### config.mk
export PLATFORM = sky130hd
export DESIGN_NAME = stopwatch_cu
export DESIGN_NICKNAME = d
export VERILOG_FILES = /design/src/rtl/stopwatch_pkg.sv /design/src/rtl/stopwatch_cu.sv
export SDC_FILE = /design/constraint.sdc
export NUM_CORES = 1
export LEC_CHECK = 0
export ABC_AREA = 1
export CORE_MARGIN = 5
export CORE_UTILIZATION = 32
export CTS_CLUSTER_DIAMETER = 120
export DETAILED_ROUTE_END_ITERATION = 10
export SYNTH_ARGS = -nofsm -noshare
export SYNTH_HDL_FRONTEND = slang
export SYNTH_SLANG_ARGS = --single-unit
### constraint.sdc
create_clock -name clk -period 1.5 [get_ports clk]
set_input_delay 0.15 -clock clk [delete_from_list [all_inputs] [get_ports clk]]
set_output_delay 0.15 -clock clk [all_outputs]
set_load 0.005 [all_outputs]
### src/rtl/stopwatch_pkg.sv
// Shared constants for the stopwatch control unit: state and display-mode
// encodings, plus the default width of the clear pulse.
package stopwatch_pkg;

  // Control-unit states; the numeric values are also shown on the debug LEDs.
  typedef enum logic [1:0] {
    ST_IDLE  = 2'd0,
    ST_RUN   = 2'd1,
    ST_STOP  = 2'd2,
    ST_CLEAR = 2'd3
  } state_e;

  // Display-mode encodings driven on o_mode.
  localparam logic MODE_SEC = 1'b0;  // sec.centisec
  localparam logic MODE_HM  = 1'b1;  // hour.min

  // Default length, in clk cycles, of the datapath clear pulse.
  localparam int unsigned CLR_CYCLES_DEF = 4;

endpackage : stopwatch_pkg

### src/rtl/stopwatch_cu.sv
// Stopwatch control unit. Turns one-cycle button ticks into the registered
// run-enable, clear, lap-hold and display-mode controls for the datapath.
// Every output is a flop, so each output reacts one clk after its tick.
module stopwatch_cu
  import stopwatch_pkg::*;
#(
  parameter int unsigned CLR_CYCLES = CLR_CYCLES_DEF,
  parameter int unsigned STATE_W    = 2
) (
  input  logic               clk,
  input  logic               rst,
  input  logic               i_btn_run,
  input  logic               i_btn_clear,
  input  logic               i_btn_lap,
  input  logic               i_btn_mode,
  output logic               o_run_en,
  output logic               o_clear,
  output logic               o_lap_hold,
  output logic               o_mode,
  output logic [STATE_W-1:0] o_state
);

  // Counter just wide enough for 0..CLR_CYCLES-1 (at least one bit).
  localparam int unsigned CntW = (CLR_CYCLES > 1) ? $clog2(CLR_CYCLES) : 1;
  localparam logic [CntW-1:0] CntLast = CntW'(CLR_CYCLES - 1);

  state_e          state_q;
  logic [CntW-1:0] cnt_q;
  logic            run_en_q;
  logic            clear_q;
  logic            lap_hold_q;
  logic            mode_q;

  // Display mode toggles on every mode tick regardless of the FSM state.
  always_ff @(posedge clk or negedge rst) begin
    if (!rst) begin
      mode_q <= MODE_SEC;
    end else if (i_btn_mode) begin
      mode_q <= ~mode_q;
    end
  end

  // Main FSM with registered outputs; clear > run > lap when ticks coincide.
  always_ff @(posedge clk or negedge rst) begin
    if (!rst) begin
      state_q    <= ST_IDLE;
      cnt_q      <= '0;
      run_en_q   <= 1'b0;
      clear_q    <= 1'b0;
      lap_hold_q <= 1'b0;
    end else begin
      case (state_q)
        ST_IDLE: begin
          if (i_btn_clear) begin
            state_q    <= ST_CLEAR;
            cnt_q      <= '0;
            clear_q    <= 1'b1;
            run_en_q   <= 1'b0;
            lap_hold_q <= 1'b0;
          end else if (i_btn_run) begin
            state_q  <= ST_RUN;
            run_en_q <= 1'b1;
          end
        end

        ST_RUN: begin
          // Clear is illegal while running; lap still acts alongside run.
          if (i_btn_run) begin
            state_q  <= ST_STOP;
            run_en_q <= 1'b0;
          end
          if (i_btn_lap) begin
            lap_hold_q <= ~lap_hold_q;
          end
        end

        ST_STOP: begin
          if (i_btn_clear) begin
            state_q    <= ST_CLEAR;
            cnt_q      <= '0;
            clear_q    <= 1'b1;
            run_en_q   <= 1'b0;
            lap_hold_q <= 1'b0;
          end else if (i_btn_run) begin
            // Resuming keeps whatever lap freeze was in place.
            state_q  <= ST_RUN;
            run_en_q <= 1'b1;
          end else if (i_btn_lap && lap_hold_q) begin
            // A stopped watch can release a lap freeze but not start one.
            lap_hold_q <= 1'b0;
          end
        end

        ST_CLEAR: begin
          // Hold clear for CLR_CYCLES cycles, ignoring run/clear/lap ticks.
          if (cnt_q == CntLast) begin
            state_q <= ST_IDLE;
            cnt_q   <= '0;
            clear_q <= 1'b0;
          end else begin
            cnt_q <= cnt_q + CntW'(1);
          end
        end

        default: begin
          state_q    <= ST_IDLE;
          cnt_q      <= '0;
          run_en_q   <= 1'b0;
          clear_q    <= 1'b0;
          lap_hold_q <= 1'b0;
        end
      endcase
    end
  end

  assign o_run_en   = run_en_q;
  assign o_clear    = clear_q;
  assign o_lap_hold = lap_hold_q;
  assign o_mode     = mode_q;
  assign o_state    = STATE_W'(state_q);

endmodule : stopwatch_cu

==> results of run 1 <==
==> worst paths after layout <==
kind	slack, ns	to	from	cells past startpoint
setup / recovery	0.08	o_state[1]	o_state[1]	1
hold / removal	0.18	o_lap_hold	rst	1
setup reg to reg	0.45	o_state[1]	o_state[1]	6
hold reg to reg	0.47	o_clear	o_clear	2
max in group asynchronous	1.04	o_state[1]	rst	1
min in group clk	0.47	o_mode	i_btn_mode	2
==> cells in the mapped netlist <==
master    number  area share (%)
inv_2          2             1.7
xor2_1         1             2.0
nand3_1        6             6.8
nand2_1       19              16
nand3_4        1             4.0
o21ai_1        1             1.1
inv_1          4             3.4
nor2_1         2             1.7
clkinv_4       1             2.0
nand2_4        3             7.7
nand2_2        2             2.8
o21ai_2        1             2.0
dfrtp_1        8              46
ha_1           1             2.8
==> power breakdown <==
group,switching [mW],internal [mW]
clock network,0.0786,0.0920
registers,0.101,0.318
logic,0.317,0.298
==> metal layers <==
| metal | track usage (%) | routed length [µm] | share of wire (%) | vias to the layer above |
|---|---|---|---|---|
| met5 | 0 | 0 | 0 | - |
| met4 | 8.29 | 11 | 1.2 | 0 |
| met3 | 3.83 | 55 | 6.2 | 2 |
| met2 | 12.7 | 363 | 41 | 7 |
| met1 | 13.7 | 451 | 51 | 162 |
| li1 | - | - | - | 192 |
==> flip-flops by register name (all words and copies together), names as in the netlist <==
name and cells:
o_lap_hold 1, o_run_en 1, o_mode 1, o_clear 1, cnt_q 2, o_state 2
==> worst register-to-register path: stages (launching register included) <==
cell	delay [ns]
dfrtp_1	0.46
nand2_4	0.17
clkinv_4	0.07
nand2_4	0.09
nand2_2	0.05
nand2_1	0.05
nand2_1	0.05
==> logic make-up (layout without fill, tap and decap cells) <==
group                    after synthesis  count (layout)
XOR/XNOR                               1               1
flip-flops                             8               8
AND/OR/NAND/NOR                       33              33
AO/OA/AOI/OAI                          2               2
buffers and inverters                  7              21
adder cells (fa/ha/maj)                1               1
==> cell type report <==
type                            count  area (µm²)
Clock buffer                        3        22.5
Timing Repair Buffer               11         110
Tap cell                           15        18.8
Multi-Input combinational cell     37         208
Sequential cell                     8         200
Inverter                            7        31.3
Fill cell                         127         711
==> qor.yml, run 1 <==
sta:
  fin_crit_ns: 1.42
  hold_slack_ns: 0.178
  drv_slew: 0
  timing.final.ws_setup_ns: 0.0754
  setup_viol: 0
  fin_crit_sh_pct: 95.0
  tightestPinTransition_ns: 0.390
  hold_violations: 0
  slew_headroom_pct: 73.9
  finalSetupTns_ns: 0
  rsz0062_at_grt: "no"
  timing.fmax_mhz: 702
  skew_ns: 0.00796
grt:
  grt_pass1_wl_um: 1480
  grt_remaining_overflow: 0
  grt_antenna_before_repair: 0
  grt_usage_pct: 10.2
  grt_pass1_vias: 337
  grt_max_degree: 9
placement:
  place_area_um2: 568
  place.gp.congestion: 0.762
  dp_cells: 78
  place_ws_ns: 0.330
  port_buffers: 11
  post-dp-hpwl_um: 678
logic_synthesis:
  yosys_register_bits: 8
  yosys-mux-area-fraction_pct: 0
  postSynthNetCount: 59
  syn_avg_cell_area_um2: 8.45
  yosysWarnings: 0
  synth.distinct_cells: 14
  yosys.area_share.adder_pct: 2.85
  syn_area_um2: 439
  synth_compound_area_share_pct: 3.13
  synth_xor_area_share_pct: 1.99
  synth_top_family_by_area: "simple AND/OR/NAND/NOR gates"
  synth-simple-area-share_pct: 39.3
  yosysSeqAreaShare_pct: 45.6
  postSynthCellCount: 52
pwr:
  power.leakage_nw: 0.307
  power.density_nw_per_um2: 2040
  p_total_mw: 1.20
  ir_worst_vdd_v: 0.000832
cells_and_area:
  fin_util_pct: 45.4
  nNetsFinal: 75
  area_growth_pct: 34.5
  final_area_um2: 591
  most-common-layout-cells: "19 x nand2_1, 11 x clkdlybuf4s50_1, 8 x dfrtp_1"
  final_layout_size_suffix_gt1_share_pct: 19.7
  antenna_cells: 0
  layout_commonest_cell: "nand2_1"
  final_cells: 81
floorplanning:
  die_x_um: 47.0
  dieArea_um2: 2210
  start_util_pct: 33.7
  core_area_um2: 1300
  die_h_um: 47.0
  num_rows: 13
  num_io_pins: 12
setup_path:
  critical_path_class: "register to output port"
  worst_path_max_delay_cell: "clkdlybuf4s50_1"
  cp.buffers_inverters: 1
  crit_path_start_kind: "register"
  slowest_delay_ns: 0.55
  critPathMaxFanout: 5
  worstPathRequired_ns: 1.35
  critPathTopFamily: "buffers and inverters"
  crit_arrival_ns: 1.27
  worstSetupEndpointType: "output port"
  path_cells: "clkdlybuf4s50_1"
clocking:
  cts_resized: 0
  cts_setup_buffers: 0
  clock_path_buffers: 2
  cts_max_level: 1
  clkSinkCount: 8
  cts_made_buffers: 3
  cts_hold_buf: 0
  path_clk_slew_ns: 0.06
  cts-root-buf: "clkbuf_4"
  cts_tree: "done"
  insertion_delay_ns: 0.26
status:
  outcome: "finished clean"
routing:
  drt_iter0_markers: 11
  viasPerCell: 4.48
  wirelength_um: 882
  drc: 0
  num_vias: 363
  ant_nets: 0
  drtPass1Iterations: 4
  wl_per_cell_um: 10.9
flow_run:
  cap_violations: 0
min_path:
  hp-class: "input pin to asynchronous set/reset pin"
Power figures use the tool's default switching activity.
==> run 2: changes to the inputs <==
CTS_BUF_LIST = sky130_fd_sc_hd__clkbuf_2   (was default)
==> run 2 against run 1 <==
  * Global-route usage stayed put
  * Register-to-register slack about the same
  * Count of clock-buffer cells in the layout stayed put
  * Total power shrank 3.3%
  * Core utilization shrank 0.58 points
  * Largest cell class unchanged
==> qor.yml, run 2 (same netlist as run 1, synthesis figures left out) <==
status:
  outcome: "finished clean"
placement:
  place_ws_ns: 0.330
  port_buffers: 11
  place.gp.congestion: 0.762
  place_area_um2: 568
  post-dp-hpwl_um: 678
pwr:
  power.density_nw_per_um2: 2000
  power.leakage_nw: 0.306
  p_int_mw: 0.670
  power_switching_share_pct: 42.5
  switchingPower_mw: 0.495
  p_seq_share_pct: 35.8
  combPwrFrac_pct: 52.8
  clkPwrFrac_pct: 11.4
  ir_worst_vdd_v: 0.000826
sta:
  rsz0062_at_grt: "no"
  slew_headroom_pct: 73.9
  drv_slew: 0
  skew_ns: 0.0104
  hold_violations: 0
  fin_crit_sh_pct: 94.0
  timing.fmax_mhz: 709
  timing.final.ws_setup_ns: 0.0904
  finalSetupTns_ns: 0
  tightestPinTransition_ns: 0.390
  fin_crit_ns: 1.41
  setup_viol: 0
routing:
  drtPass1Iterations: 3
  ant_nets: 0
  drc: 0
  drt_iter0_markers: 11
  wirelength_um: 879
  viasPerCell: 4.51
  wl_per_cell_um: 10.9
  num_vias: 365
cells_and_area:
  final_area_um2: 583
  area_growth_pct: 32.8
  multi_input_area_um2: 208
  layout_commonest_cell: "nand2_1"
  nNetsFinal: 75
  final_layout_size_suffix_gt1_share_pct: 19.7
  seq_area_um2: 200
  fillers: 128
  antenna_cells: 0
  most-common-layout-cells: "19 x nand2_1, 11 x clkdlybuf4s50_1, 8 x dfrtp_1"
clocking:
  cts_tree: "done"
  clkSinkCount: 8
  cts_setup_buffers: 0
  clock_path_buffers: 2
  cts-root-buf: "clkbuf_2"
  insertion_delay_ns: 0.24
  cts_hold_buf: 0
  path_clk_slew_ns: 0.09
  cts_made_buffers: 3
  cts_resized: 0
  cts_max_level: 1
floorplanning:
  num_rows: 13
  start_util_pct: 33.7
  die_x_um: 47.0
  die_h_um: 47.0
  dieArea_um2: 2210
  num_io_pins: 12
  core_area_um2: 1300
setup_path:
  crit_start: "o_state[1]"
  cp.buffers_inverters: 1
  slowest_delay_ns: 0.55
  critPathMaxFanout: 5
  path_cells: "clkdlybuf4s50_1"
  critPathTopFamily: "buffers and inverters"
  crit_arrival_ns: 1.26
  worst_path_max_delay_cell: "clkdlybuf4s50_1"
  timing.rr.start: "o_state[0]"
  worstPathRequired_ns: 1.35
  critical_path_class: "register to output port"
  crit_path_start_kind: "register"
  worstSetupEndpointType: "output port"
grt:
  grt_antenna_before_repair: 0
  grt_max_degree: 9
  grt_usage_pct: 10.2
  grt_pass1_vias: 337
  grt_remaining_overflow: 0
  grt_pass1_wl_um: 1480
min_path:
  hp-class: "input pin to asynchronous set/reset pin"
flow_run:
  cap_violations: 0
[run 2: cell counts in the layout (fill, tap and decap cells not counted)]
No cell type changed its count.
[run 2: final timing paths]
path	to	slack, ns	cells after the start
hold reg to reg	o_clear	0.47	2
min in group clk	o_clear	0.47	2
hold / removal	o_lap_hold	0.19	1
setup / recovery	o_state[1]	0.09	1
setup reg to reg	o_state[1]	0.44	6
max in group asynchronous	o_state[1]	1.02	1
[run 2: final cells by class]
type,instances,area share (%)
repair buffers,11,18.9
clock buffers,3,2.58
flip-flops and latches,8,34.3
inverters,7,5.36
multi-input cells,37,35.6
well taps,15,3.22
[run 2: worst register-to-register path, delay by kind of cell (launching register included)]
| kind | cells | cell delay, ns |
|---|---|---|
| buffers and inverters | 1 | 0.07 |
| AND/OR/NAND/NOR | 5 | 0.41 |
| flip-flops | 1 | 0.46 |
[run 2: routing by layer]
layer	GRT usage (%)	share of wire, %	vias up
li1	-	-	192
met1	13.7	51	164
met2	12.7	41	7
met3	3.83	6.3	2
met4	8.29	1.3	0
met5	0	0	-
[run 2: power groups by stage]
stage          Sequential (mW)  Combinational, mW  Clock (mW)
2_1_floorplan            0.415              0.383           0
3_3_place_gp             0.418              0.621           0
3_5_place_dp             0.422              0.623           0
4_1_cts                  0.417              0.627       0.141
5_1_grt                  0.428              0.706       0.151
6_report                 0.418              0.615       0.132
[run 2: metrics by stage]
stage	hold WS [ns]	std cells	total power, mW	util (%)
after floorplan	-0.146	52	0.798	-
after global placement	0.457	78	1.04	43.7
after detailed placement	0.461	78	1.04	43.7
after CTS	0.195	81	1.19	44.8
after global routing	0.207	81	1.28	44.8
final	0.189	81	1.17	44.8
